## src/rtl/cla_seq_pkg.sv

```systemverilog
// -----------------------------------------------------------------------------
// cla_seq_pkg
// Shared definitions for the multi-precision CLA sequencer:
//   WORD_W     - width of one adder word (16)
//   state_t    - sequencer FSM states (IDLE, RUN, DONE)
//   idx_width  - width of the word index counter for a given word count
// -----------------------------------------------------------------------------
package cla_seq_pkg;

   localparam int WORD_W = 16;

   typedef enum logic [1:0] {
      IDLE = 2'd0,
      RUN  = 2'd1,
      DONE = 2'd2
   } state_t;

   // clog2 of the word count, never below one bit so the counter always exists
   function automatic int idx_width(input int words);
      return (words > 1) ? $clog2(words) : 1;
   endfunction

endpackage

```

## src/rtl/cla_16bit_co.sv

```systemverilog
// -----------------------------------------------------------------------------
// cla_16bit_co
// 16-bit carry-lookahead adder (four 4-bit lookahead groups) with the carry-out
// recovered from the operand MSBs and the sum MSB.
// Ports:
//   a, b  in  16  operands
//   cin   in  1   carry in
//   sum   out 16  a + b + cin (low 16 bits)
//   cout  out 1   carry out of bit 15
// -----------------------------------------------------------------------------
module cla_16bit_co
   import cla_seq_pkg::*;
(
   input  logic [WORD_W-1:0] a,
   input  logic [WORD_W-1:0] b,
   input  logic              cin,
   output logic [WORD_W-1:0] sum,
   output logic              cout
);

   logic [WORD_W-1:0] p;   // bit propagate
   logic [WORD_W-2:0] g;   // bit generate (bit 15 never feeds a carry)
   logic [WORD_W-1:0] c;   // carry into each bit
   logic [3:0]        gc;  // carry into each 4-bit group

   assign p     = a ^ b;
   assign g     = a[WORD_W-2:0] & b[WORD_W-2:0];
   assign gc[0] = cin;

   genvar gi;
   generate
      for (gi = 0; gi < 4; gi++) begin : g_grp
         localparam int B = 4 * gi;
         assign c[B]   = gc[gi];
         assign c[B+1] = g[B] | (p[B] & gc[gi]);
         assign c[B+2] = g[B+1] | (p[B+1] & g[B]) | (p[B+1] & p[B] & gc[gi]);
         assign c[B+3] = g[B+2] | (p[B+2] & g[B+1]) | (p[B+2] & p[B+1] & g[B])
                       | (p[B+2] & p[B+1] & p[B] & gc[gi]);
         // Group generate/propagate feed the next group's carry; the top group
         // has no successor since cout is recovered from the sum MSB instead.
         if (gi < 3) begin : g_next
            logic grp_g;
            logic grp_p;
            assign grp_g = g[B+3] | (p[B+3] & g[B+2]) | (p[B+3] & p[B+2] & g[B+1])
                         | (p[B+3] & p[B+2] & p[B+1] & g[B]);
            assign grp_p = &p[B+3:B];
            assign gc[gi+1] = grp_g | (grp_p & gc[gi]);
         end
      end
   endgenerate

   assign sum  = p ^ c;

   // Carry out from MSBs: generated by both, or propagated when the sum MSB
   // dropped to 0.
   assign cout = (a[WORD_W-1] & b[WORD_W-1])
               | ((a[WORD_W-1] | b[WORD_W-1]) & ~sum[WORD_W-1]);

endmodule

```

## src/rtl/cla_mp_sequencer.sv

```systemverilog
// -----------------------------------------------------------------------------
// cla_mp_sequencer
// Computes a WORDS x 16-bit sum with one shared 16-bit CLA, one word per clock,
// least-significant word first, a carry register linking the words.
// Build option: define CLA_SEQ_SUB_EN to add the in_sub port (a - b).
// Ports:
//   clk, rst            clock, asynchronous active-high reset
//   in_valid/in_ready   operand handshake (in_ready high only in IDLE)
//   in_a, in_b          16*WORDS operands
//   in_cin              carry into word 0
//   in_sub              subtract request (CLA_SEQ_SUB_EN only)
//   out_valid/out_ready result handshake (out_valid high in DONE)
//   out_sum             16*WORDS result, stable until the next accept
//   out_cout            carry out of the most-significant word
//   out_ovf             signed overflow of the full-width result
//   busy                high in RUN or DONE
// -----------------------------------------------------------------------------
module cla_mp_sequencer
   import cla_seq_pkg::*;
#(
   parameter int WORDS = 4
)(
   input  logic                  clk,
   input  logic                  rst,
   input  logic                  in_valid,
   output logic                  in_ready,
   input  logic [WORD_W*WORDS-1:0] in_a,
   input  logic [WORD_W*WORDS-1:0] in_b,
   input  logic                  in_cin,
`ifdef CLA_SEQ_SUB_EN
   input  logic                  in_sub,
`endif
   output logic                  out_valid,
   input  logic                  out_ready,
   output logic [WORD_W*WORDS-1:0] out_sum,
   output logic                  out_cout,
   output logic                  out_ovf,
   output logic                  busy
);

   localparam int IDX_W = idx_width(WORDS);
   localparam int W     = WORD_W * WORDS;

   state_t            state_reg, state_next;
   logic [IDX_W-1:0]  idx_reg;
   logic              carry_reg;
   logic [W-1:0]      a_reg;
   logic [W-1:0]      b_reg;
   logic              cout_reg;
   logic              ovf_reg;
   logic [WORD_W-1:0] sum_words_reg [WORDS];

   logic [W-1:0]      eff_b;
   logic              eff_cin;
   logic [WORD_W-1:0] a_words [WORDS];
   logic [WORD_W-1:0] b_words [WORDS];
   logic [WORD_W-1:0] a_word, b_word, word_sum;
   logic              word_cout;
   logic              accept, last_word;

   // Effective B operand and carry-in captured at accept
`ifdef CLA_SEQ_SUB_EN
   assign eff_b   = in_sub ? ~in_b : in_b;
   assign eff_cin = in_sub | in_cin;
`else
   assign eff_b   = in_b;
   assign eff_cin = in_cin;
`endif

   assign accept    = in_valid & (state_reg == IDLE);
   assign last_word = (idx_reg == IDX_W'(WORDS - 1));

   // Word slicing and the single adder instance fed through the index mux
   genvar gi;
   generate
      for (gi = 0; gi < WORDS; gi++) begin : g_word
         assign a_words[gi] = a_reg[gi*WORD_W +: WORD_W];
         assign b_words[gi] = b_reg[gi*WORD_W +: WORD_W];
         assign out_sum[gi*WORD_W +: WORD_W] = sum_words_reg[gi];

         always_ff @(posedge clk or posedge rst) begin
            if (rst)
               sum_words_reg[gi] <= '0;
            else if (state_reg == RUN && idx_reg == IDX_W'(gi))
               sum_words_reg[gi] <= word_sum;
         end
      end
   endgenerate

   assign a_word = a_words[idx_reg];
   assign b_word = b_words[idx_reg];

   cla_16bit_co u_cla (
      .a    (a_word),
      .b    (b_word),
      .cin  (carry_reg),
      .sum  (word_sum),
      .cout (word_cout)
   );

   // FSM state register
   always_ff @(posedge clk or posedge rst) begin
      if (rst) state_reg <= IDLE;
      else     state_reg <= state_next;
   end

   // FSM next state
   always_comb begin
      state_next = state_reg;
      case (state_reg)
         IDLE:    if (accept)    state_next = RUN;
         RUN:     if (last_word) state_next = DONE;
         DONE:    if (out_ready) state_next = IDLE;
         default:                state_next = IDLE;
      endcase
   end

   // Operand latch, index counter, carry chain and final flags
   always_ff @(posedge clk or posedge rst) begin
      if (rst) begin
         a_reg     <= '0;
         b_reg     <= '0;
         idx_reg   <= '0;
         carry_reg <= 1'b0;
         cout_reg  <= 1'b0;
         ovf_reg   <= 1'b0;
      end else begin
         if (accept) begin
            a_reg     <= in_a;
            b_reg     <= eff_b;
            carry_reg <= eff_cin;
            idx_reg   <= '0;
         end else if (state_reg == RUN) begin
            carry_reg <= word_cout;
            if (last_word) begin
               // Index holds at WORDS-1 rather than wrapping; reloaded on accept
               cout_reg <= word_cout;
               ovf_reg  <= (a_word[WORD_W-1] == b_word[WORD_W-1]) &
                           (word_sum[WORD_W-1] != a_word[WORD_W-1]);
            end else begin
               idx_reg <= idx_reg + 1'b1;
            end
         end
      end
   end

   assign in_ready  = (state_reg == IDLE);
   assign out_valid = (state_reg == DONE);
   assign busy      = (state_reg != IDLE);
   assign out_cout  = cout_reg;
   assign out_ovf   = ovf_reg;

endmodule

```

## config.mk

```make
export PLATFORM = sky130hd
export DESIGN_NAME = cla_mp_sequencer
export DESIGN_NICKNAME = d
export VERILOG_FILES = /design/src/rtl/cla_seq_pkg.sv /design/src/rtl/cla_16bit_co.sv /design/src/rtl/cla_mp_sequencer.sv
export SDC_FILE = /design/constraint.sdc
export NUM_CORES = 1
export LEC_CHECK = 0
export BUFFER_PORTS_ARGS = -buffer_cell sky130_fd_sc_hd__clkbuf_2
export CAP_MARGIN = 20
export CELL_PAD_IN_SITES_DETAIL_PLACEMENT = 0
export CELL_PAD_IN_SITES_GLOBAL_PLACEMENT = 2
export CORE_MARGIN = 1.5
export CORE_UTILIZATION = 38
export CTS_CLUSTER_SIZE = 16
export DETAILED_ROUTE_END_ITERATION = 6
export GPL_TIMING_DRIVEN = 0
export PLACE_DENSITY_LB_ADDON = 0.08
export SYNTH_ARGS = -nofsm -noshare
export SYNTH_HDL_FRONTEND = slang
export SYNTH_HIERARCHICAL = 1
export SYNTH_SLANG_ARGS = --single-unit
```

## constraint.sdc

```tcl
create_clock -name clk -period 7.02 [get_ports clk]
set_input_delay 0.702 -clock clk [delete_from_list [all_inputs] [get_ports clk]]
set_output_delay 0.702 -clock clk [all_outputs]
set_load 0.03 [all_outputs]
```

## After elaboration in Yosys (flattened, before gate mapping)

Cells that the tools add are included.

| storage, ports and cells | value |
|---|---|
| input port bits | 133 |
| logic and storage cells | 155 |
| register bits after elaboration | 199 |
| output and inout bits | 69 |

| cells by class | value |
|---|---|
| order comparisons | 1 |
| reduce and logical (&&, ||, !) cells | 14 |
| multiplexer cells | 15 |
| equality and inequality tests | 11 |
| add/subtract/negate cells | 1 |
| bitwise gates (word level) | 102 |

Operators with widths:

| cell | count |
|---|---|
| binary-select mux 16 bit (select 2 bit) | 2 |
| two-way mux 16 bit | 4 |
| AND 1 bit | 58 |
| bitwise OR 1 bit | 38 |
| bitwise XOR 16 bit | 2 |
| AND 15 bit | 1 |
| two-way mux 2 bit | 6 |
| AND reduction 4 bit | 3 |
| == test 2 bit, second input constant | 3 |
| case mux 2 bit (3 select lines) | 1 |
| AND reduction 3 bit | 2 |
| == test 2 x 1 -> 1 bit, second input constant | 2 |
| logical AND 1 bit | 4 |
| logical NOT 2 bit | 2 |
| != test 2 x 1 -> 1 bit, second input constant | 2 |
| != test 2 bit, second input constant | 2 |
| nonzero test 2 bit | 2 |
| >= comparator 3 bit, second input constant | 1 |
| NOT 2 -> 3 bit | 1 |
| adder 2 x 1 -> 2 bit, second input constant | 1 |
| two-way mux 1 bit | 2 |
| NOT 1 bit | 2 |
| AND reduction 2 bit | 1 |
| == test 1 bit | 1 |
| != test 1 bit | 1 |

## Logic depth before layout (Yosys ltp)

| depth | value |
|---|---|
| word-level depth | 22 |
| gate-level depth with buffers | 15 |
| mapped depth without buffers | 12 |

## Cells and area by module

The synthesis kept the hierarchy.

Modules (own cells, without submodules):

| module | area an instance (sq um) | seq. area each (sq um) | cells each | instances |
|---|---|---|---|---|
| cla_mp_sequencer | 8,346.8 | 4,979.8 | 488 | 1 |
| cla_16bit_co | 734.5 | 0.0 | 93 | 1 |

## Worst setup path after synthesis

Ideal clock, no wire load.

| timing | value |
|---|---|
| path kind | reg2reg |
| from | register idx_reg[0] |
| to | register ovf_reg (netlist: out_ovf) |
| required time | 6,896 ps |
| cell stages (with the launch flop) | 15 |
| arrival time | 3,497 ps |
| clock period less this slack | 3,621 ps |
| library setup time | 124 ps |
| path slack | 3,399 ps |
| cell sequence | dfrtp_1 -> buf_6 -> buf_2 -> mux4_2 -> ha_1 -> a21oi_1 -> nand4b_1 -> a2111o_1 -> nand3_1 -> a21oi_1 -> fa_1 -> inv_1 -> inv_1 -> and4b_1 -> a211o_1 |

RTL lines:

| element | line | RTL |
|---|---|---|
| start: declaration | cla_mp_sequencer.sv:45 | `logic [IDX_W-1:0] idx_reg;` |
| start signal: assignment | cla_mp_sequencer.sv:141 | `idx_reg <= idx_reg + 1'b1;` |
| NOT 2 -> 3 bit (not written as such) * | cla_mp_sequencer.sv:90 | `assign a_word = a_words[idx_reg];` |
| binary-select mux 16 bit (select 2 bit) * | cla_mp_sequencer.sv:90 |  |
| two-way mux 16 bit (not written as such) * (2 in a row) | cla_mp_sequencer.sv:90 |  |
| net a_word[0] | cla_mp_sequencer.sv:57 | `logic [WORD_W-1:0] a_word, b_word, word_sum;` |
| bitwise XOR 16 bit / AND 15 bit (equally long branches) | cla_16bit_co.sv:26, cla_16bit_co.sv:27 |  |
| AND reduction 4 bit / AND 1 bit (equally long branches) | cla_16bit_co.sv:46, cla_16bit_co.sv:45 |  |
| AND 1 bit / bitwise OR 1 bit (equally long branches) | cla_16bit_co.sv:47, cla_16bit_co.sv:45 |  |
| bitwise OR 1 bit * | cla_16bit_co.sv:47 | `assign gc[gi+1] = grp_g \| (grp_p & gc[gi]);` |
| [2 not listed] | n/a |  |
| AND 1 bit * | cla_16bit_co.sv:47 |  |
| bitwise OR 1 bit * | cla_16bit_co.sv:47 |  |
| AND 1 bit * | cla_16bit_co.sv:38 | `\| (p[B+2] & p[B+1] & p[B] & gc[gi]);` |
| bitwise OR 1 bit * | cla_16bit_co.sv:38 |  |
| bitwise XOR 16 bit * | cla_16bit_co.sv:52 | `assign sum = p ^ c;` |
| net word_sum[15] | cla_mp_sequencer.sv:57 |  |
| != test 1 bit * | cla_mp_sequencer.sv:139 | `(word_sum[WORD_W-1] != a_word[WORD_W-1]);` |
| AND 1 bit * | cla_mp_sequencer.sv:138 | `ovf_reg <= (a_word[WORD_W-1] == b_word[WORD_W-1]) &` |
| end signal: assignment | cla_mp_sequencer.sv:138 |  |
| end: declaration | cla_mp_sequencer.sv:50 | `logic ovf_reg;` |

The timed path passes the listed nets; every way through them passes the cells marked *. The select of a mux whose other input is x is not followed.
A chain may end at the register's enable or synchronous reset.

## Worst setup path after layout

| timing | value |
|---|---|
| from | register idx_reg[1] |
| to | register ovf_reg (netlist: out_ovf) |

RTL lines:

| element | line | RTL |
|---|---|---|
| NOT 2 -> 3 bit (not written as such) * | cla_mp_sequencer.sv:91 | `assign b_word = b_words[idx_reg];` |
| binary-select mux 16 bit (select 2 bit) * | cla_mp_sequencer.sv:91 |  |
| two-way mux 16 bit (not written as such) * (2 in a row) | cla_mp_sequencer.sv:91 |  |
| net b_word[6] | cla_mp_sequencer.sv:57 |  |
| AND 15 bit / bitwise XOR 16 bit (equally long branches) | cla_16bit_co.sv:27, cla_16bit_co.sv:26 |  |
| AND 1 bit (on tied branches) | cla_16bit_co.sv:44, cla_16bit_co.sv:45 |  |
| bitwise OR 1 bit, or another cell as far along | cla_16bit_co.sv:44 | `assign grp_g = g[B+3] \| (p[B+3] & g[B+2]) \| (p[B+3] & p[B+2] & g[B+1])` |
| bitwise OR 1 bit / AND 1 bit (equally long branches) | cla_16bit_co.sv:44, cla_16bit_co.sv:45 |  |
| [2 not listed] | n/a |  |
| AND 1 bit * | cla_16bit_co.sv:47 |  |
| bitwise OR 1 bit * | cla_16bit_co.sv:47 |  |
| AND 1 bit * | cla_16bit_co.sv:38 |  |
| bitwise OR 1 bit * | cla_16bit_co.sv:38 |  |
| bitwise XOR 16 bit * | cla_16bit_co.sv:52 |  |
| net word_sum[15] | cla_mp_sequencer.sv:57 |  |
| != test 1 bit * | cla_mp_sequencer.sv:139 |  |
| AND 1 bit * | cla_mp_sequencer.sv:138 |  |

Marked as above.

==> metrics <==
CP Launch Point idx_reg[1]$_DFFE_PP0P_; syn_nets 738; Synth area leader dfrtp_1; largest net degree at the start of global routing 110; share of layout cells above drive strength 1 47.5%; post-synth top area share 54.8%; Worst Reg-to-Reg Cells 14; final WL 23400 um; cts repair resizes 0; Commonest cells post-synth dfrtp_1, mux2_1, mux2_2; Max Clk Rate 222 MHz; Slew HR 45.9%; Startpoint Class flop; CP Class flop to flop; final cell count without fillers 1133; # fillers 2133; Setup Buffers After CTS 0; Avg Vias per Cell 4.97; vias 5636; DRT Pass-1 Iters 4; setup slack after layout 2.52 ns; row cnt 56; skew final 0.0123 ns; post-synthesis cell area 9080 um2; DIE HEIGHT 158 um; end of the critical path out_ovf$_DFFE_PP0P_; Final Max Tran Viols 0; Util after Layout 47.3%; worst reg2reg path endpoint out_ovf$_DFFE_PP0P_; CTS Hold Bufs 0; final setup fails 0; CTS root buffer clkbuf_16; pre-CTS setup slack 2.49 ns; unique cell type count in the Yosys netlist 47; R2R Setup Slk 2.52 ns; Worst R2R Start idx_reg[1]$_DFFE_PP0P_; sequential area share after synthesis 54.8%; DR iter-0 viols 200; n_diodes 0; WP data required 7.33 ns; vias in the first global route 6073; Ports 202; core outline area 23500 um2; Register Area 4980 um2; ys async rst share 100%; Nets 959; Max-Cap Viols 0; multi-input logic area 3790 um2; syn_area_per_cell 15.6 um2; EDFF count, synth 0; drt drc 0; top cells by area, synth dfrtp_1, mux2_1, mux2_2; Reg clk slew, reported paths 0.08 ns; post-DR wirelength/cell 20.7 um; Placed Instances 1102; total clock buffers created by CTS 17; count of state elements after synthesis 199; clock latency on the worst-skew pair 0.42 ns; initial antenna violation count 2; final RePlAce weighted congestion 0.751; CTS tree yes; Worst Tran Pin Value 0.801 ns; post-route ant nets 0; port bufs 201; unrepaired setup endpoints after global routing no; most frequent cell after synthesis dfrtp_1; Clock Tree Buf Depth 2; Tot GR Track Use 20.2%; first-pass GRT wire length 36200 um; Fin. Hold Viols 0; Initial Util 38.7%; HP Class primary input to asynchronous set/reset pin; critical path endpoint category flop; Chip Width 158 um; post-synthesis cell count 581; Worst Path Arrival 4.81 ns; area grow syn2layout 22.3%; global route total overflow 0; critical path peak fanout 10; Ys Warns 6; Die Area 24800 um2; fin crit period 4.50 ns; fin crit share 64.1%; Final HPWL DP 17500 um; # clock sinks 199; Top FF cell, synth dfrtp_1; H-tree levels 4; status finished, final reports clean
==> metal layers <==
metal	wire (um)	global-route usage, %	vias to the layer above
li1	-	-	2560
met1	11000	27.6	2902
met2	10800	32.0	152
met3	1090	4.19	20
met4	457	6.96	2
met5	11	0	-
==> stage by stage <==
step | hold WS [ns] | setup TNS, ns | area (um2)
after floorplan | 0.452 | 0 | 9080
after global placement | 0.462 | -212.67 | 10500
after detailed placement | 0.471 | 0 | 10500
after CTS | 0.439 | 0 | 11100
after global routing | 0.458 | 0 | 11100
final | 0.415 | 0 | 11100
==> placed cells by master (no fill, tap or decap), types with 3 or more instances in the layout <==
master / n
a21oi_1: 9
a22o_1: 3
buf_2: 5
buf_4: 6
buf_6: 13
clkbuf_1: 4
clkbuf_16: 17
clkbuf_2: 201
clkinv_4: 5
dfrtp_1: 199
fa_1: 5
ha_1: 19
inv_1: 18
inv_6: 3
inv_8: 4
mux2_1: 103
mux2_2: 90
mux4_2: 32
nand2_1: 6
nand2_2: 3
nor2_1: 11
o21a_1: 3
o21ai_0: 7
o31ai_1: 3
xnor2_1: 5
xor2_1: 3
==> cells by family (layout without fill, tap and decap cells) <==
| logic type | count (synthesis) | after routing | synth area share (%) |
|---|---|---|---|
| buffers and inverters | 48 | 281 | 3.38 |
| xor gates and xnor gates | 8 | 8 | 0.772 |
| and+or+nand+nor | 36 | 36 | 2.11 |
| AOI/OAI and AO/OA | 40 | 40 | 3.21 |
| adders and majority gates | 24 | 24 | 3.72 |
| DFF | 199 | 199 | 54.8 |
| muxes | 226 | 226 | 32.0 |
==> cell type report <==
class,instances,share of cell area (%)
clock inverter,12,1.21
clock buffer,19,4.08
sequential,199,44.8
timing repair buffer,202,9.30
multi-input combinational,334,34.2
buffer,29,2.12
inverter,19,0.710
tap,319,3.59
==> worst min path at each step <==
stage          slack [ns]                  start                        to
4_1_cts              0.44                    rst    out_sum[1]$_DFFE_PP0P_
3_5_place_dp         0.47  a_reg[46]$_DFFE_PP0P_     a_reg[46]$_DFFE_PP0P_
5_1_grt              0.46              out_ready  state_reg[1]$_DFFE_PP0P_
6_report             0.41                    rst    out_sum[1]$_DFFE_PP0P_
2_1_floorplan        0.45  a_reg[32]$_DFFE_PP0P_     a_reg[32]$_DFFE_PP0P_
3_3_place_gp         0.46  b_reg[35]$_DFFE_PP0P_     b_reg[35]$_DFFE_PP0P_
==> worst max-delay path, cell delays in order (launching register included) <==
cell and delay (ns):
dfrtp_1 0.38, clkbuf_1 0.41, clkbuf_1 0.64, mux4_2 0.45
ha_1 0.41, nand2_1 0.07, o21ai_0 0.57, a21oi_1 0.14
nand3_1 0.17, a21oi_1 0.10, fa_1 0.42, inv_1 0.12
inv_1 0.08, and4b_1 0.20, a211o_1 0.22
Power is not shown: default switching activity piles up to over one toggle a cycle in this logic, so the estimate is an artifact.
